$ cat config.mk
export PLATFORM = sky130hd
export DESIGN_NAME = hazard_scheduler_flat
export DESIGN_NICKNAME = d
export VERILOG_FILES = /design/src/rtl/hazard_scheduler_if.sv /design/src/rtl/hazard_scheduler.sv /design/src/flat_wrapper.sv
export SDC_FILE = /design/constraint.sdc
export NUM_CORES = 1
export LEC_CHECK = 0
export BUFFER_PORTS_ARGS = -buffer_cell sky130_fd_sc_hd__buf_2
export CORE_ASPECT_RATIO = 1.25
export CORE_MARGIN = 2
export CORE_UTILIZATION = 50
export DETAILED_ROUTE_END_ITERATION = 6
export PLACE_DENSITY = 0.79
export SYNTH_ARGS = -nofsm -noshare
export SYNTH_HDL_FRONTEND = slang
export SYNTH_SLANG_ARGS = --single-unit
$ cat constraint.sdc
create_clock -name clk -period 2.4 [get_ports clk]
set_clock_uncertainty 0.2 [all_clocks]
set_input_delay 0 -clock clk [delete_from_list [all_inputs] [get_ports clk]]
set_output_delay 0 -clock clk [all_outputs]
set_load 0.02 [all_outputs]
$ cat src/rtl/hazard_scheduler_if.sv
// Hazard scheduler bus: ID-stage instruction fields, memory/branch status in,
// pipeline control and forwarding selects out.
//   master : pipeline control side (drives ID fields, memBusy, branchTaken)
//   slave  : hazard_scheduler (drives stall/freeze/flush, selects, state, counter)
interface hazard_scheduler_if #(
  parameter int unsigned REG_W = 4,
  parameter int unsigned CNT_W = 16
);
  logic             forwardEn;
  logic             idValid;
  logic [REG_W-1:0] idSrc1;
  logic [REG_W-1:0] idSrc2;
  logic             idTwoSrc;
  logic             idWbEn;
  logic [REG_W-1:0] idDest;
  logic             idMemRead;
  logic             memBusy;
  logic             branchTaken;
  logic             stall;
  logic             freeze;
  logic             flush;
  logic [1:0]       selSrc1;
  logic [1:0]       selSrc2;
  logic [1:0]       hazState;
  logic [CNT_W-1:0] stallCount;

  modport master (
    output forwardEn, idValid, idSrc1, idSrc2, idTwoSrc, idWbEn, idDest,
           idMemRead, memBusy, branchTaken,
    input  stall, freeze, flush, selSrc1, selSrc2, hazState, stallCount
  );

  modport slave (
    input  forwardEn, idValid, idSrc1, idSrc2, idTwoSrc, idWbEn, idDest,
           idMemRead, memBusy, branchTaken,
    output stall, freeze, flush, selSrc1, selSrc2, hazState, stallCount
  );
endinterface

$ cat src/rtl/hazard_scheduler.sv
// hazard_scheduler: EXE/MEM/WB scoreboard that stalls IF/ID on unresolvable
// RAW hazards, freezes the pipe on SRAM wait states, bubbles EXE on a taken
// branch and drives the EXE operand-forwarding selects.
// Ports:
//   clk  : clock, rising edge
//   rst  : synchronous active-high reset
//   hz   : hazard_scheduler_if.slave (ID fields, memBusy, branchTaken in;
//          stall/freeze/flush, selSrc1/2, hazState, stallCount out)
// Optional feature: define HAZ_STALL_CNT_EN to build the saturating
// stall-cycle counter; otherwise stallCount is tied to zero.
module hazard_scheduler #(
  parameter int unsigned REG_W = 4,
  parameter int unsigned CNT_W = 16
) (
  input logic          clk,
  input logic          rst,
  hazard_scheduler_if.slave hz
);

  localparam logic [1:0] ST_RUN      = 2'b00;
  localparam logic [1:0] ST_HAZARD   = 2'b01;
  localparam logic [1:0] ST_MEM_WAIT = 2'b10;

  localparam logic [1:0] SEL_REG = 2'b00;
  localparam logic [1:0] SEL_MEM = 2'b01;
  localparam logic [1:0] SEL_WB  = 2'b10;

  // EXE keeps source fields for forwarding; MEM/WB only need producer info.
  typedef struct packed {
    logic             valid;
    logic             wb_en;
    logic             mem_read;
    logic [REG_W-1:0] dest;
    logic [REG_W-1:0] src1;
    logic [REG_W-1:0] src2;
    logic             two_src;
  } exe_entry_t;

  typedef struct packed {
    logic             valid;
    logic             wb_en;
    logic [REG_W-1:0] dest;
  } pipe_entry_t;

  exe_entry_t  exe_q, exe_d, id_entry;
  pipe_entry_t mem_q, mem_d, wb_q, wb_d, exe_as_pipe;
  logic [1:0]  state_q, state_d;
  logic        exe_hit_c, mem_hit_c, hazard_c;
  logic        stall_c, freeze_c, flush_c;
  logic [1:0]  sel1_c, sel2_c;

  // Producer-to-source select: MEM result is younger, so it wins over WB.
  function automatic logic [1:0] fwd_sel(pipe_entry_t m, pipe_entry_t w,
                                         logic [REG_W-1:0] src);
    if (m.valid && m.wb_en && m.dest == src)      return SEL_MEM;
    else if (w.valid && w.wb_en && w.dest == src) return SEL_WB;
    else                                          return SEL_REG;
  endfunction

  // ID instruction as it would enter EXE; bubble when ID is empty.
  always_comb begin
    id_entry = '0;
    if (hz.idValid) begin
      id_entry.valid    = 1'b1;
      id_entry.wb_en    = hz.idWbEn;
      id_entry.mem_read = hz.idMemRead;
      id_entry.dest     = hz.idDest;
      id_entry.src1     = hz.idSrc1;
      id_entry.src2     = hz.idSrc2;
      id_entry.two_src  = hz.idTwoSrc;
    end
  end

  assign exe_as_pipe = '{valid: exe_q.valid, wb_en: exe_q.wb_en, dest: exe_q.dest};

  // RAW detection against EXE and MEM producers; WB writes the file first.
  assign exe_hit_c = exe_q.valid && exe_q.wb_en &&
                     (exe_q.dest == hz.idSrc1 || (hz.idTwoSrc && exe_q.dest == hz.idSrc2));
  assign mem_hit_c = mem_q.valid && mem_q.wb_en &&
                     (mem_q.dest == hz.idSrc1 || (hz.idTwoSrc && mem_q.dest == hz.idSrc2));
  assign hazard_c  = hz.idValid &&
                     (hz.forwardEn ? (exe_hit_c && exe_q.mem_read) : (exe_hit_c || mem_hit_c));

  // Next-state and pipeline control: rst > memBusy > branchTaken > hazard > advance.
  always_comb begin
    exe_d    = exe_q;
    mem_d    = mem_q;
    wb_d     = wb_q;
    state_d  = state_q;
    stall_c  = 1'b0;
    freeze_c = 1'b0;
    flush_c  = 1'b0;
    if (rst) begin
      state_d = ST_RUN;
    end else if (hz.memBusy) begin
      stall_c  = 1'b1;
      freeze_c = 1'b1;
      state_d  = ST_MEM_WAIT;
    end else begin
      mem_d = exe_as_pipe;
      wb_d  = mem_q;
      if (hz.branchTaken) begin
        flush_c = 1'b1;
        exe_d   = '0;
        state_d = ST_RUN;
      end else if (hazard_c) begin
        stall_c = 1'b1;
        exe_d   = '0;
        state_d = ST_HAZARD;
      end else begin
        exe_d   = id_entry;
        state_d = ST_RUN;
      end
    end
  end

  // Scoreboard and state registers.
  always_ff @(posedge clk) begin
    if (rst) begin
      exe_q   <= '0;
      mem_q   <= '0;
      wb_q    <= '0;
      state_q <= ST_RUN;
    end else begin
      exe_q   <= exe_d;
      mem_q   <= mem_d;
      wb_q    <= wb_d;
      state_q <= state_d;
    end
  end

  // Forwarding selects for the instruction currently in EXE.
  always_comb begin
    sel1_c = SEL_REG;
    sel2_c = SEL_REG;
    if (!rst && hz.forwardEn && exe_q.valid) begin
      sel1_c = fwd_sel(mem_q, wb_q, exe_q.src1);
      if (exe_q.two_src) sel2_c = fwd_sel(mem_q, wb_q, exe_q.src2);
    end
  end

  assign hz.stall    = stall_c;
  assign hz.freeze   = freeze_c;
  assign hz.flush    = flush_c;
  assign hz.selSrc1  = sel1_c;
  assign hz.selSrc2  = sel2_c;
  assign hz.hazState = state_q;

`ifdef HAZ_STALL_CNT_EN
  logic [CNT_W-1:0] cnt_q;

  // Saturating count of stall cycles, freeze cycles included.
  always_ff @(posedge clk) begin
    if (rst) begin
      cnt_q <= '0;
    end else if (stall_c && cnt_q != '1) begin
      cnt_q <= cnt_q + CNT_W'(1);
    end
  end

  assign hz.stallCount = cnt_q;
`else
  assign hz.stallCount = '0;
`endif

endmodule
$ cat src/flat_wrapper.sv
// flat-port wrapper written by rule: the top's interface ports become plain ports
module hazard_scheduler_flat 
#(
  parameter int unsigned REG_W = 4,
  parameter int unsigned CNT_W = 16
)
  (clk, rst, hz_forwardEn, hz_idValid, hz_idSrc1, hz_idSrc2, hz_idTwoSrc, hz_idWbEn, hz_idDest, hz_idMemRead, hz_memBusy, hz_branchTaken, hz_stall, hz_freeze, hz_flush, hz_selSrc1, hz_selSrc2, hz_hazState, hz_stallCount);
  hazard_scheduler_if #(.REG_W(REG_W), .CNT_W(CNT_W)) hz_i ();
  input logic clk;
  input logic rst;
  input wire logic [$bits(hz_i.forwardEn)-1:0] hz_forwardEn;
  input wire logic [$bits(hz_i.idValid)-1:0] hz_idValid;
  input wire logic [$bits(hz_i.idSrc1)-1:0] hz_idSrc1;
  input wire logic [$bits(hz_i.idSrc2)-1:0] hz_idSrc2;
  input wire logic [$bits(hz_i.idTwoSrc)-1:0] hz_idTwoSrc;
  input wire logic [$bits(hz_i.idWbEn)-1:0] hz_idWbEn;
  input wire logic [$bits(hz_i.idDest)-1:0] hz_idDest;
  input wire logic [$bits(hz_i.idMemRead)-1:0] hz_idMemRead;
  input wire logic [$bits(hz_i.memBusy)-1:0] hz_memBusy;
  input wire logic [$bits(hz_i.branchTaken)-1:0] hz_branchTaken;
  output wire logic [$bits(hz_i.stall)-1:0] hz_stall;
  output wire logic [$bits(hz_i.freeze)-1:0] hz_freeze;
  output wire logic [$bits(hz_i.flush)-1:0] hz_flush;
  output wire logic [$bits(hz_i.selSrc1)-1:0] hz_selSrc1;
  output wire logic [$bits(hz_i.selSrc2)-1:0] hz_selSrc2;
  output wire logic [$bits(hz_i.hazState)-1:0] hz_hazState;
  output wire logic [$bits(hz_i.stallCount)-1:0] hz_stallCount;
  assign hz_i.forwardEn = hz_forwardEn;
  assign hz_i.idValid = hz_idValid;
  assign hz_i.idSrc1 = hz_idSrc1;
  assign hz_i.idSrc2 = hz_idSrc2;
  assign hz_i.idTwoSrc = hz_idTwoSrc;
  assign hz_i.idWbEn = hz_idWbEn;
  assign hz_i.idDest = hz_idDest;
  assign hz_i.idMemRead = hz_idMemRead;
  assign hz_i.memBusy = hz_memBusy;
  assign hz_i.branchTaken = hz_branchTaken;
  assign hz_stall = hz_i.stall;
  assign hz_freeze = hz_i.freeze;
  assign hz_flush = hz_i.flush;
  assign hz_selSrc1 = hz_i.selSrc1;
  assign hz_selSrc2 = hz_i.selSrc2;
  assign hz_hazState = hz_i.hazState;
  assign hz_stallCount = hz_i.stallCount;
  hazard_scheduler #(.REG_W(REG_W), .CNT_W(CNT_W)) u_core (.clk(clk), .rst(rst), .hz(hz_i));
endmodule
Yosys cells after proc, flatten, opt, wreduce, memory -nomap -nowiden

Cells that the tools add are included.

Bits in registers: 30
Input bits: 21
Output and inout bits: 25
Logic and storage cells: 66

Equality and inequality tests: 8
Multiplexer cells: 23
Reduce and logical (&&, ||, !) cells: 20

Operator list:

| operator            | number |
|---|---|
| $mux W16            | 3 |
| $eq A4 B4 Y1        | 8 |
| $mux W2             | 9 |
| $logic_and A1 B1 Y1 | 15 |
| $mux W1             | 11 |
| $logic_or A1 B1 Y1  | 3 |
| $reduce_or A3 Y1    | 1 |
| $logic_not A1 Y1    | 1 |

Logic depth before layout (Yosys ltp)

Word-level depth: 11
Mapped depth: 7
Depth with buffers taken out: 5

Least setup slack after synthesis

OpenSTA, ideal clock, no wires.

Kind: register to output
Start point: register u_core.exe_q (netlist bit u_core.exe_as_pipe[5])
End point: output hz_selSrc2[1]
Data arrival time: 1.810 ns
Required time: 2.200 ns
Path slack: 0.390 ns
Stages on the path, launching flop included: 5
Buffers on the path: 0
Path through: dfxtp_1 and3b_1 nand2_1 or4_1 nor4_1

Longest elaborated chain between the ends: 2

RTL lines:

| what                   | RTL line                | RTL |
|---|---|---|
| from (decl)            | hazard_scheduler.sv:45  | `exe_entry_t exe_q, exe_d, id_entry;` |
| from (signal assigned) | hazard_scheduler.sv:120 | `exe_q <= '0;` |
| from (signal assigned) | hazard_scheduler.sv:125 | `exe_q <= exe_d;` |
| $logic_and A1 B1 Y1    | hazard_scheduler.sv:136 | `if (!rst && hz.forwardEn && exe_q.valid) begin` |
| $mux W2                | hazard_scheduler.sv:136 |  |
| to (decl)              | flat_wrapper.sv:25      | `output wire logic [$bits(hz_i.selSrc2)-1:0] hz_selSrc2;` |

Every way passes these cells.

Final worst setup path

Start point: input rst
End point: output hz_selSrc2[1]

Longest elaborated chain between the ends: 4

RTL lines:

| what                              | RTL line                | RTL |
|---|---|---|
| from (decl)                       | flat_wrapper.sv:10      | `input logic rst;` |
| $logic_not A1 Y1                  | hazard_scheduler.sv:136 |  |
| $logic_and A1 B1 Y1 (2 in series) | hazard_scheduler.sv:136 |  |
| $mux W2                           | hazard_scheduler.sv:136 |  |

Every way passes these cells.

==> impl_metrics.py <==
metrics = {
    "outcome": {
        "outcome": "finished clean",
    },
    "drt": {
        "drt_iter0_drc": 25,
        "drc": 0,
        "via_count": 1250,
        "wl_um": 3500,
        "wire_per_inst_um": 14.0,
        "drt_pass1_iterations": 4,
        "postRouteAntennaNets": 0,
        "via_per_inst": 5.02,
    },
    "floorplanning": {
        "core_area_um2": 3140,
        "die_height_um": 67.6,
        "start_util_pct": 51.5,
        "die_w_um": 54.9,
        "dieArea_um2": 3710,
        "rows": 23,
        "io_pins": 46,
    },
    "synthesis": {
        "yosys.area.top_type": "dfxtp_1",
        "synthArstFlopShare_pct": 0,
        "synth_top_flop_cell": "dfxtp_1",
        "ys_warn_count": 0,
        "synth.cell_area_um2": 1620,
        "synth_cell_types": 34,
        "yosysSeqAreaShare_pct": 37.2,
        "synth_top_cell_area_share_pct": 37.2,
        "syn_area_per_cell_um2": 9.74,
        "synth-edff-count": 0,
        "synthTopCellsByArea": "dfxtp_1 37%, xnor2_1 8.7%, a22o_1 8.1%",
        "syn_inst": 166,
        "synth_seq_cells": 30,
    },
    "global_routing": {
        "overflow": 0,
        "grt.total_usage_pct": 21.6,
        "antenna_found_initial": 0,
        "grt_pass1_wl_um": 5600,
        "grt_max_degree": 18,
        "grt_pass1_vias": 1222,
    },
    "place": {
        "place_ws_ps": 450,
        "port_buffers": 29,
        "dpl.hpwl_um": 2360,
        "gp_congestion": 0.833,
        "placed_cells": 223,
    },
    "sta": {
        "finalCriticalPeriod_ps": 2300,
        "report.final.slew_viol_count": 0,
        "totalNegativeSetupSlack_ps": 0,
        "hold_ws_ps": 10.1,
        "slew_headroom_pct": 62.5,
        "hold_violations": 0,
        "rsz0062_at_grt": "false",
        "worst_pin_slew_ps": 561,
        "finalCritPeriodShare_pct": 95.9,
        "fmax_mhz": 434,
        "finalWorstSetupSlack_ps": 98.4,
        "setup_viol": 0,
    },
    "worst_setup_path": {
        "cp-end-kind": "output port",
        "crit_fanout": 17,
        "cp.arrival_ps": 2100,
        "critPathLaunchType": "input pin",
        "worst_ep_required_time_ps": 2200,
        "crit_type": "in2out",
    },
    "power_and_ir_drop": {
        "totalPowerFinal_mw": 1.08,
        "clockPowerShare_pct": 38.5,
        "internal_power_uw": 804,
        "pwr-share-comb_pct": 13.7,
        "switchingPower_uw": 280,
        "ir_drop_mv": 0.426,
        "switching_share_pct": 25.8,
        "p_leak_nw": 0.919,
        "seq_power_share_pct": 47.8,
        "p_per_area_nw_per_um2": 547,
    },
    "final_layout": {
        "nets": 232,
        "syn2layout_area_growth_pct": 22.4,
        "drive_above_1_share_pct": 20.8,
        "final_common_cell": "dfxtp_1",
        "num_antenna_cells": 0,
        "finalNonFillerCells": 249,
        "final_cell_mix": "30 x dfxtp_1, 28 x buf_2, 18 x dlygate4sd3_1",
    },
    "clock_tree": {
        "cts.sinks": 30,
        "clk_pin_slew_worst_paths_ps": 60,
        "cts_root_buf": "clkbuf_8",
        "post-cts-setup-buffers": 0,
        "clk_latency_ps": 290,
        "clockBufferDepth": 2,
        "htree_levels": 2,
        "cts_buffers": 5,
        "cts_tree": "yes",
    },
    "flow_run": {
        "maxCapViolations": 0,
    },
    "min_path": {
        "hold_path.class": "in2reg",
    },
}
==> cell type report <==
type                    count  area (µm²)
inverters                   3        11.3
flip-flops and latches     30         601
fillers                   264        1160
repair buffers             50         350
well taps                  37        46.3
clock inverters             1        5.00
multi-input cells         121         880
clock buffers               7        86.3
==> state kept, by name (all words and copies together) (netlist names) <==
name                flops
u_core.exe_q           10
u_core.mem_q            6
u_core.hz.hazState      2
u_core.exe_as_pipe      6
u_core.wb_q             6
==> repair_timing <==
| action | CTS | global route |
|---|---|---|
| gates resized for setup | 0 | 3 |
| hold buffers | 18 | 0 |
| setup endpoints to repair | 0 | 1 |
| hold endpoints to repair | 29 | 0 |
==> cell families after synthesis <==
logic type	after synthesis	synth area share, %
muxes	12	7.43
other	1	0.232
xor gates and xnor gates	30	16.3
DFF	30	37.2
AOI/OAI and AO/OA	25	15.5
and+or+nand+nor	38	11.5
buffers and inverters	30	12.0
==> per-layer routing <==
| layer | GRT usage, % | routed length (µm) |
|---|---|---|
| met5 | 0 | 0 |
| met4 | 9.38 | 67 |
| met3 | 4.65 | 126 |
| met2 | 37.8 | 1880 |
| met1 | 24.3 | 1420 |
==> Yosys cell counts (2+ instances only) <==
| cell type | n |
|---|---|
| buf_6 | 2 |
| nand2_1 | 7 |
| xor2_1 | 14 |
| buf_4 | 16 |
| buf_2 | 5 |
| mux2i_1 | 12 |
| inv_1 | 3 |
| clkbuf_1 | 3 |
| nand4_1 | 2 |
| nor4_1 | 2 |
| or4_1 | 2 |
| nor2_1 | 16 |
| nor2b_1 | 2 |
| nand3_1 | 2 |
| dfxtp_1 | 30 |
| xnor2_1 | 16 |
| a22o_1 | 15 |
==> power groups by stage <==
stage	combinational [mW]	clock (mW)	sequential, mW
final	0.148	0.417	0.518
after CTS	0.146	0.424	0.518
after detailed placement	0.124	0	0.529
after floorplan	0.110	0	0.526
after global routing	0.162	0.445	0.519
after global placement	0.122	0	0.528
==> path summary, 6_finish.rpt <==
kind | slack, ps | start | endpoint | depth (start not counted)
max | 100 | rst | hz_selSrc2[1] | 7
min | 10 | hz_memBusy | u_core.hz.hazState[1]$_SDFF_PP0_ | 2
max reg2reg | 450 | u_core.mem_q[2]$_SDFFE_PP0N_ | u_core.exe_as_pipe[3]$_SDFFE_PP0N_ | 5
min reg2reg | 290 | u_core.exe_q[0]$_SDFFE_PP0N_ | u_core.exe_q[0]$_SDFFE_PP0N_ | 1
==> per-stage QoR <==
stage,util [%],cell area (µm²)
global route,63.1,1980
floorplan,-,1670
finish,63.1,1980
CTS,63.0,1980
global placement,54.3,1700
detailed placement,54.3,1700
==> worst max-delay path, stage by stage <==
cell and delay, ps:
dlygate4sd3_1 550, buf_4 210, and3b_2 280, nand2_1 80
or4_1 510, nor4_1 270, buf_2 210
(Power assumes the default switching activity.)
